[src/rtl/leaf_pkg.sv]
// Shared field widths, bit positions, packet layout and FSM encoding for the
// BFT leaf packetizer.
package leaf_pkg;

  localparam int unsigned PKT_BITS  = 49;
  localparam int unsigned DATA_BITS = 32;
  localparam int unsigned LEAF_BITS = 5;
  localparam int unsigned PORT_BITS = 4;
  localparam int unsigned SEQ_BITS  = 7;

  localparam int unsigned VLD_POS  = 48;
  localparam int unsigned LEAF_LSB = 43;
  localparam int unsigned PORT_LSB = 39;
  localparam int unsigned SEQ_LSB  = 32;

  typedef struct packed {
    logic                 vld;
    logic [LEAF_BITS-1:0] leaf;
    logic [PORT_BITS-1:0] port;
    logic [SEQ_BITS-1:0]  seq;
    logic [DATA_BITS-1:0] payload;
  } pkt_t;

  typedef enum logic {
    ST_IDLE = 1'b0,
    ST_HOLD = 1'b1
  } state_e;

endpackage

[src/rtl/leaf_rr_arbiter.sv]
// Round-robin arbiter: one-hot grant of the first request at or after ptr
// (0-based, ptr 0 = user port 1) and the pointer following the winner.
module leaf_rr_arbiter #(
  parameter int unsigned N     = 3,
  parameter int unsigned IDX_W = 4
) (
  input  logic [N-1:0]     req,
  input  logic             en,
  input  logic [IDX_W-1:0] ptr,
  output logic [N-1:0]     grant,
  output logic [IDX_W-1:0] next_ptr
);

  logic [2*N-1:0] req_dbl;
  logic [2*N-1:0] gnt_dbl;
  logic [N-1:0]   req_rot;
  logic [N-1:0]   gnt_rot;
  logic [IDX_W:0] pos;
  logic           found;

  // Rotate so bit 0 is the pointer position, priority-pick, rotate back.
  always_comb begin
    req_dbl = {req, req} >> ptr;
    req_rot = req_dbl[N-1:0];
    gnt_rot = '0;
    pos     = {1'b0, ptr};
    found   = 1'b0;
    for (int unsigned off = 0; off < N; off++) begin
      if (!found && req_rot[off]) begin
        found        = 1'b1;
        gnt_rot[off] = 1'b1;
        pos          = {1'b0, ptr} + (IDX_W+1)'(off);
      end
    end
    if (pos >= (IDX_W+1)'(N)) pos = pos - (IDX_W+1)'(N);
    gnt_dbl  = {gnt_rot, gnt_rot} << ptr;
    grant    = en ? gnt_dbl[2*N-1:N] : '0;
    next_ptr = (pos == (IDX_W+1)'(N-1)) ? '0 : IDX_W'(pos + 1'b1);
  end

endmodule

[src/rtl/leaf_packetizer.sv]
// Arbitrates user output streams into stamped BFT packets with one output
// register. Optional `LEAF_PKT_CNT_EN adds pkt_cnt (packets taken by the BFT).
module leaf_packetizer
  import leaf_pkg::*;
#(
  parameter int unsigned PACKET_BITS   = PKT_BITS,
  parameter int unsigned PAYLOAD_BITS  = DATA_BITS,
  parameter int unsigned NUM_LEAF_BITS = LEAF_BITS,
  parameter int unsigned NUM_PORT_BITS = PORT_BITS,
  parameter int unsigned NUM_ADDR_BITS = SEQ_BITS,
  parameter int unsigned NUM_OUT_PORTS = 3
) (
  input  logic                              clk,
  input  logic                              reset,
  input  logic [NUM_OUT_PORTS*PAYLOAD_BITS-1:0] din_leaf_user2interface,
  input  logic [NUM_OUT_PORTS-1:0]          vld_user2interface,
  output logic [NUM_OUT_PORTS-1:0]          ack_interface2user,
  input  logic                              cfg_wr,
  input  logic [NUM_PORT_BITS-1:0]          cfg_port,
  input  logic [NUM_LEAF_BITS-1:0]          cfg_leaf,
  input  logic [NUM_PORT_BITS-1:0]          cfg_dport,
  input  logic                              bft_ready,
  input  logic                              resend,
`ifdef LEAF_PKT_CNT_EN
  output logic [31:0]                       pkt_cnt,
`endif
  output logic [PACKET_BITS-1:0]            dout_leaf_interface2bft
);

  state_e                   state_q, state_d;
  pkt_t                     pkt_q, pkt_d;
  logic [NUM_PORT_BITS-1:0] ptr_q, ptr_d, ptr_nxt;
  logic [NUM_ADDR_BITS-1:0] seq_q   [NUM_OUT_PORTS];
  logic [NUM_ADDR_BITS-1:0] seq_d   [NUM_OUT_PORTS];
  logic [NUM_LEAF_BITS-1:0] leaf_q  [NUM_OUT_PORTS];
  logic [NUM_LEAF_BITS-1:0] leaf_d  [NUM_OUT_PORTS];
  logic [NUM_PORT_BITS-1:0] dport_q [NUM_OUT_PORTS];
  logic [NUM_PORT_BITS-1:0] dport_d [NUM_OUT_PORTS];
  logic [NUM_OUT_PORTS-1:0] grant;
  logic                     accept_en;
  logic                     drain;

  assign accept_en = ((state_q == ST_IDLE) || bft_ready) && !resend;
  assign drain     = (state_q == ST_HOLD) && bft_ready && !resend;

  leaf_rr_arbiter #(
    .N     (NUM_OUT_PORTS),
    .IDX_W (NUM_PORT_BITS)
  ) u_arb (
    .req      (vld_user2interface),
    .en       (accept_en),
    .ptr      (ptr_q),
    .grant    (grant),
    .next_ptr (ptr_nxt)
  );

  assign ack_interface2user      = grant;
  assign dout_leaf_interface2bft = resend ? '0 : pkt_q;

  always_comb begin
    state_d = state_q;
    pkt_d   = pkt_q;
    ptr_d   = ptr_q;
    seq_d   = seq_q;
    leaf_d  = leaf_q;
    dport_d = dport_q;
    if (drain) begin
      state_d = ST_IDLE;
      pkt_d   = '0;
    end
    // Packet fields read the pre-write table, so a same-cycle cfg write to
    // the granted port applies only from the next packet.
    for (int unsigned i = 0; i < NUM_OUT_PORTS; i++) begin
      if (grant[i]) begin
        pkt_d.vld     = 1'b1;
        pkt_d.leaf    = leaf_q[i];
        pkt_d.port    = dport_q[i];
        pkt_d.seq     = seq_q[i];
        pkt_d.payload = din_leaf_user2interface[i*PAYLOAD_BITS +: PAYLOAD_BITS];
        state_d       = ST_HOLD;
        ptr_d         = ptr_nxt;
        seq_d[i]      = seq_q[i] + 1'b1;
      end
      if (cfg_wr && (cfg_port == NUM_PORT_BITS'(i + 1))) begin
        leaf_d[i]  = cfg_leaf;
        dport_d[i] = cfg_dport;
      end
    end
  end

  always_ff @(posedge clk) begin
    if (reset) begin
      state_q <= ST_IDLE;
      pkt_q   <= '0;
      ptr_q   <= '0;
      seq_q   <= '{default: '0};
      leaf_q  <= '{default: '0};
      dport_q <= '{default: '0};
    end else begin
      state_q <= state_d;
      pkt_q   <= pkt_d;
      ptr_q   <= ptr_d;
      seq_q   <= seq_d;
      leaf_q  <= leaf_d;
      dport_q <= dport_d;
    end
  end

`ifdef LEAF_PKT_CNT_EN
  logic [31:0] cnt_q, cnt_d;

  always_comb begin
    cnt_d = cnt_q;
    if (drain) cnt_d = cnt_q + 32'd1;
  end

  always_ff @(posedge clk) begin
    if (reset) cnt_q <= '0;
    else       cnt_q <= cnt_d;
  end

  assign pkt_cnt = cnt_q;
`endif

endmodule
[config.mk]
export PLATFORM = sky130hd
export DESIGN_NAME = leaf_packetizer
export DESIGN_NICKNAME = d
export VERILOG_FILES = /design/src/rtl/leaf_pkg.sv /design/src/rtl/leaf_rr_arbiter.sv /design/src/rtl/leaf_packetizer.sv
export SDC_FILE = /design/constraint.sdc
export NUM_CORES = 1
export LEC_CHECK = 0
export ABC_CLOCK_PERIOD_IN_PS = 4100
export BUFFER_PORTS_ARGS = -buffer_cell sky130_fd_sc_hd__buf_4
export CORE_ASPECT_RATIO = 0.75
export CORE_MARGIN = 4
export CORE_UTILIZATION = 45
export DETAILED_ROUTE_END_ITERATION = 12
export GPL_TIMING_DRIVEN = 0
export MAX_ROUTING_LAYER = met4
export PLACE_DENSITY = 0.71
export SLEW_MARGIN = 40
export SYNTH_ARGS = -nofsm -noshare
export SYNTH_HDL_FRONTEND = slang
export SYNTH_HIERARCHICAL = 1
export SYNTH_SLANG_ARGS = --single-unit
[constraint.sdc]
create_clock -name clk -period 4.1 [get_ports clk]
set_input_delay 0.41 -clock clk [delete_from_list [all_inputs] [get_ports clk]]
set_output_delay 0.41 -clock clk [all_outputs]
set_load 0.02 [all_outputs]
* Word-level counts from Yosys, hierarchy flattened *
Index checks and enable logic that the tools add are counted.
W data, S select, Z words.

storage, ports and cells
  output and inout port bits = 52
  input port bits = 117
  register bits = 102

operators by class
  add/subtract/negate cells = 7
  muxes and demuxes = 21
  shift-type cells = 2
  $lt $le $gt $ge = 1
  eq/ne operators = 4
  reductions and logical operators = 14
  bitwise logic cells = 1

operators with widths
  kind                   count
  $mux W49               5
  $add A7 B1 Y7 const B  3
  $mux W4                4
  $mux W5                3
  $eq A4 B2 Y1 const B   2
  $logic_and A1 B1 Y1    8
  $mux W1                8
  $shl A6 B4 Y6          1
  $shr A6 B4 Y3          1
  $add A4 B1 Y5 const B  1
  $add A4 B2 Y5 const B  1
  $eq A5 B2 Y1 const B   1
  $ge A5 B2 Y1 const B   1
  $sub A5 B2 Y5 const B  1
  $add A4 B1 Y4 const B  1
  $eq A4 B1 Y1 const B   1
  $reduce_bool A4 Y1     1
  $logic_not A1 Y1       3
  $mux W3                1
  $reduce_bool A3 Y1     1
  $logic_or A1 B1 Y1     1
  $not A1 Y1             1

* Logic depth before layout (Yosys ltp) *
  depth in word-level cells = 15
  mapped depth = 16
  depth with buffers taken out = 15

* Modules after synthesis *
The synthesis kept the hierarchy.

modules (own cells, without submodules)
  module           cells an instance  area each (um2)  instances  seq. area each (um2)
  leaf_packetizer  547                5122.4           1          2021.9
  leaf_rr_arbiter  96                 732.0            1          0.0

* Least setup slack after synthesis *
OpenSTA, ideal clock, no wires.

  path kind = register to register
  start point = register ptr_q[1]
  end point = register pkt_q[46] in the netlist's numbering
  cell stages (with the launch flop) = 14
  library setup time = 0.132 ns
  path slack = 0.811 ns
  arrival = 3.156 ns
  data required time = 3.968 ns
  clock period less this slack = 3.289 ns
  buffers on the path = 3
  path through = dfxtp_1 buf_6 or3_1 o32a_2 a211oi_4 mux2i_1 mux2_2 o21ai_1 and3_1 and2b_1 buf_6 buf_6 a221oi_1 o32ai_1

RTL lines
  item                       RTL line                text
  start, declared            leaf_packetizer.sv:32   logic [NUM_PORT_BITS-1:0] ptr_q, ptr_d, ptr_nxt;
  start signal, assigned     leaf_packetizer.sv:102  ptr_q <= ptr_d;
  $shr A6 B4 Y3              leaf_rr_arbiter.sv:23   req_dbl = {req, req} >> ptr;
  $mux W1                    leaf_rr_arbiter.sv:29   if (!found && req_rot[off]) begin
  $logic_not A1 Y1           leaf_rr_arbiter.sv:29
  $logic_and A1 B1 Y1        leaf_rr_arbiter.sv:29
  $mux W1                    leaf_rr_arbiter.sv:29
  $logic_not A1 Y1           leaf_rr_arbiter.sv:29
  $logic_and A1 B1 Y1        leaf_rr_arbiter.sv:29
  $mux W1                    leaf_rr_arbiter.sv:29
  $shl A6 B4 Y6 *            leaf_rr_arbiter.sv:36   gnt_dbl = {gnt_rot, gnt_rot} << ptr;
  $mux W3 *                  leaf_rr_arbiter.sv:37   grant = en ? gnt_dbl[2*N-1:N] : '0;
  via ack_interface2user[1]  leaf_packetizer.sv:17   output logic [NUM_OUT_PORTS-1:0] ack_interface2user,
  $mux W49 (2 in a row)      leaf_packetizer.sv:74   if (grant[i]) begin
  end signal, assigned       leaf_packetizer.sv:101  pkt_q <= pkt_d;
  end, declared              leaf_packetizer.sv:31   pkt_t pkt_q, pkt_d;

Mark *: on every way through the listed nets, which the timed path passes. The rest lies on a longest branch.
A chain may end at the register's enable or synchronous reset.

* Worst setup path after layout *
  start point = register ptr_q[1]
  end point = register ptr_q[2]

on the way
  cells in the longest elaborated chain, start to end = 15

RTL lines
  item                                                  RTL line               text
  $shr A6 B4 Y3                                         leaf_rr_arbiter.sv:23
  $mux W1                                               leaf_rr_arbiter.sv:29
  $logic_not A1 Y1                                      leaf_rr_arbiter.sv:29
  $logic_and A1 B1 Y1                                   leaf_rr_arbiter.sv:29
  $mux W1                                               leaf_rr_arbiter.sv:29
  $logic_not A1 Y1                                      leaf_rr_arbiter.sv:29
  $logic_and A1 B1 Y1                                   leaf_rr_arbiter.sv:29
  $mux W5                                               leaf_rr_arbiter.sv:29
  $sub A5 B2 Y5 / $ge A5 B2 Y1 (equally long branches)  leaf_rr_arbiter.sv:35  if (pos >= (IDX_W+1)'(N)) pos = pos - (IDX_W+1)'(N);
  $mux W5                                               leaf_rr_arbiter.sv:35
  $add A4 B1 Y4 / $eq A5 B2 Y1 (equally long branches)  leaf_rr_arbiter.sv:38  next_ptr = (pos == (IDX_W+1)'(N-1)) ? '0 : IDX_W'(pos + 1'b1);
  $mux W4                                               leaf_rr_arbiter.sv:38
  $mux W4 (2 in a row)                                  leaf_packetizer.sv:74
  $mux W4 *                                             leaf_packetizer.sv:74
  via ptr_d[2]                                          leaf_packetizer.sv:32

Mark *: on every way through the listed nets, which the timed path passes. The rest lies on a longest branch. The select of a mux whose other input is x is not followed.

==> results.toml <==
[status]
outcome = "finished, final reports clean"

[placed_design]
pre_cts_ws_ps = 418
gp_congestion = 0.879
port_buffers = 167
post-dp-hpwl_um = 13900

[timing]
rsz0062_at_grt = "false"
tns_ps = 0
final-max-slew-violation-count = 0
worst_pin_slew_ps = 769
slew_headroom = 0.487
fin_skew_ps = 11.5
whs_ps = 364
layout_setup_ws_ps = 356
finalSetupViolations = 0
max_freq_ghz = 0.267
hold_violations = 0
period_minus_slack_ps = 3740
finalCritPeriodShare = 0.913

[yosys]
synth_flop_cell = "dfxtp_1"
seq_area_frac_synth = 0.345
synth_fp_nets = 767
synthMuxAreaShare = 0.0737
syn_avg_cell_area_um2 = 9.10
synthTopCellsByArea = "dfxtp_1 (35%), nor2b_1 (11%), nand2b_1 (9.0%)"
synth_xor_area_frac = 0.0194
synth_top_family_by_area = "simple AND/OR/NAND/NOR gates"
yosys.area.top_type = "dfxtp_1"
synth_compound_area_frac = 0.200
synth_fa_ha_area_frac = 0.0150
yosys_register_bits = 101
ys_async_sr_fraction = 0
syn_area_um2 = 5850
syn_inst = 643
yosysTopAreaCellShare = 0.345
ys_warn_count = 6
synth.distinct_cells = 66
synth_edf_count = 0
synth_simple_gate_area_frac = 0.284

[grt]
grt_usage = 0.238
antenna_found_initial = 0
grt_pass1_vias = 5512
grt_pass1_wl_um = 28300
grt-ovfl-total = 0
grt_max_degree = 17

[critical_path]
worst_ep_required_time_ps = 4320
crit_slowest_cell = "a211oi_4"
crit_family = "compound AO/OA/AOI/OAI gates"
arrival_ps = 3960
rr_worst_depth = 15
slowest_delay_ps = 500
path_buf_inv = 3
path_cells = "buf_6 -> or3_1 -> o32a_2 -> a211oi_4 -> xnor2_1 -> inv_1 -> ha_1 -> inv_1 -> nand3b_2 -> o22a_1 -> ha_1 -> nor3_1 -> nor3_2 -> mux2i_1 -> nor2_1"
critPathMaxFanout = 10
crit_path_end_kind = "flop"
start_kind = "flop"
reg2reg_setup_slack_ps = 360
worstSetupPathType = "reg2reg"
cp.depth = 15

[clock_network]
post-cts-setup-buffer-count = 0
cts_tree = "yes"
ctsHoldBuffers = 0
root_buffer = "clkbuf_16"
h-tree-depth = 3
cts.repair.resized = 0
clockBufferDepth = 2
cts_inserted_buffers = 9
clk_latency_ps = 350
clkSinkCount = 101
cts.clk_slew.worst_paths_ps = 70

[die]
rows = 35
boundaryPins = 169
design.core.area_um2 = 12500
die_x_um = 140
start_util = 0.467
die_area_um2 = 14900
die_y_um = 107

[final_layout]
syn_to_final_growth_pct = 29.7
n_antenna_cell = 0
drive_gt1_frac = 0.281
nets = 945

[drt]
vias_per_cell = 5.69
wl_per_cell_um = 18.5
vias = 5642
detail-route-antenna-nets = 0
drtPass1Iterations = 5
drtIter0Drc = 408
routed_wl_um = 18400
drcViolationCount = 0

[pwr]
total_leakage_power_nw = 3.16
irDropWorstVdd_mv = 0.278
pwr_density_cell_nw_per_um2 = 594

[run]
cap_viol_max_count = 0

[min_path]
hold_depth = 3
min_path_type = "in2reg"
==> cell usage in the layout (no fill, tap or decap), types with 3 or more instances in the layout <==
master / Yosys / final
o32ai_1: 47 / 47
clkbuf_1: 27 / 28
o21ai_0: 8 / 8
a21oi_1: 16 / 16
and3_1: 5 / 5
nand4_1: 8 / 8
ha_1: 7 / 7
nand2b_1: 84 / 84
buf_4: 5 / 172
or3_1: 7 / 7
nor2b_1: 99 / 99
xor2_1: 8 / 8
nand3b_1: 4 / 4
buf_6: 11 / 11
inv_1: 7 / 7
buf_2: 13 / 13
dfxtp_1: 101 / 101
a221oi_1: 48 / 48
mux2i_1: 42 / 42
nand3_1: 3 / 3
nor2_1: 27 / 27
xnor2_1: 5 / 5
nand2_1: 12 / 12
clkbuf_16: 0 / 9
==> per-layer routing <==
layer | track usage | up-vias | wire [µm]
met5 | - | - | 0
met1 | 0.315 | 2723 | 8550
met4 | 0.0422 | 0 | 101
li1 | - | 2700 | -
met2 | 0.381 | 206 | 8540
met3 | 0.0535 | 13 | 1160
==> synth_stat cells (all sizes together), types with 4 or more instances <==
library cell and number:
dfxtp 101, nor2b 99, nand2b 85, a221oi 48, o32ai 47, mux2i 42
buf 30, clkbuf 27, nor2 27, a21oi 16, nand2 14, o21ai 10
inv 8, nand4 8, or3 8, xor2 8, ha 7, and3 5
nand3b 5, xnor2 5, nor3 4
==> metrics by stage <==
step | std cells | utilization | area [µm²] | total power, mW
2_1_floorplan | 643 | - | 5850 | 2.98
3_3_place_gp | 976 | 0.584 | 7320 | 3.63
3_5_place_dp | 976 | 0.584 | 7320 | 3.71
4_1_cts | 992 | 0.606 | 7590 | 4.51
5_1_grt | 992 | 0.606 | 7590 | 4.76
6_report | 992 | 0.606 | 7590 | 4.51
==> final timing paths <==
path / startpoint / endpoint
min reg2reg: leaf_q[1] / leaf_q[1]
max: ptr_q[1] / ptr_q[2]
min: cfg_leaf[4] / leaf_q[9]
max reg2reg: ptr_q[1] / ptr_q[2]
==> report_power, final <==
part           switching, mW  internal [mW]  leakage (nW)  total [mW]
Clock                  0.374          0.428         0.132       0.802
Combinational           1.30           1.07          2.21        2.37
Sequential             0.130           1.21         0.821        1.34
Total                   1.81           2.70          3.16        4.51
==> cells by family after synthesis <==
group | count (synthesis)
mux | 43
simple gates | 272
compound gates | 142
buf+inv | 65
flops | 101
xor+xnor | 13
fa+ha+maj | 7
==> state kept, by name, indices dropped and copies added (netlist names) <==
signal,count
state_q,1
seq_q,21
leaf_q,15
dport_q,12
pkt_q,48
ptr_q,4
==> worst register-to-register path, stage by stage (launching register included) <==
cell and delay, ps:
dfxtp_1 350, buf_6 160, or3_1 370, o32a_2 220
a211oi_4 500, xnor2_1 320, inv_1 150, ha_1 310
inv_1 120, nand3b_2 150, o22a_1 280, ha_1 200
nor3_1 240, nor3_2 80, mux2i_1 130, nor2_1 50
==> layout make-up <==
class                           instances  area (µm²)
Fill cell                            1092        4930
Multi-Input combinational cell        477        3470
Sequential cell                       101        2020
Timing Repair Buffer                  167        1250
Buffer                                 57         332
Clock buffer                           11         243
Tap cell                              166         208
Clock inverter                          5        33.8
Inverter                                8        30.0
Note: power is estimated with default switching activity, not from simulation.
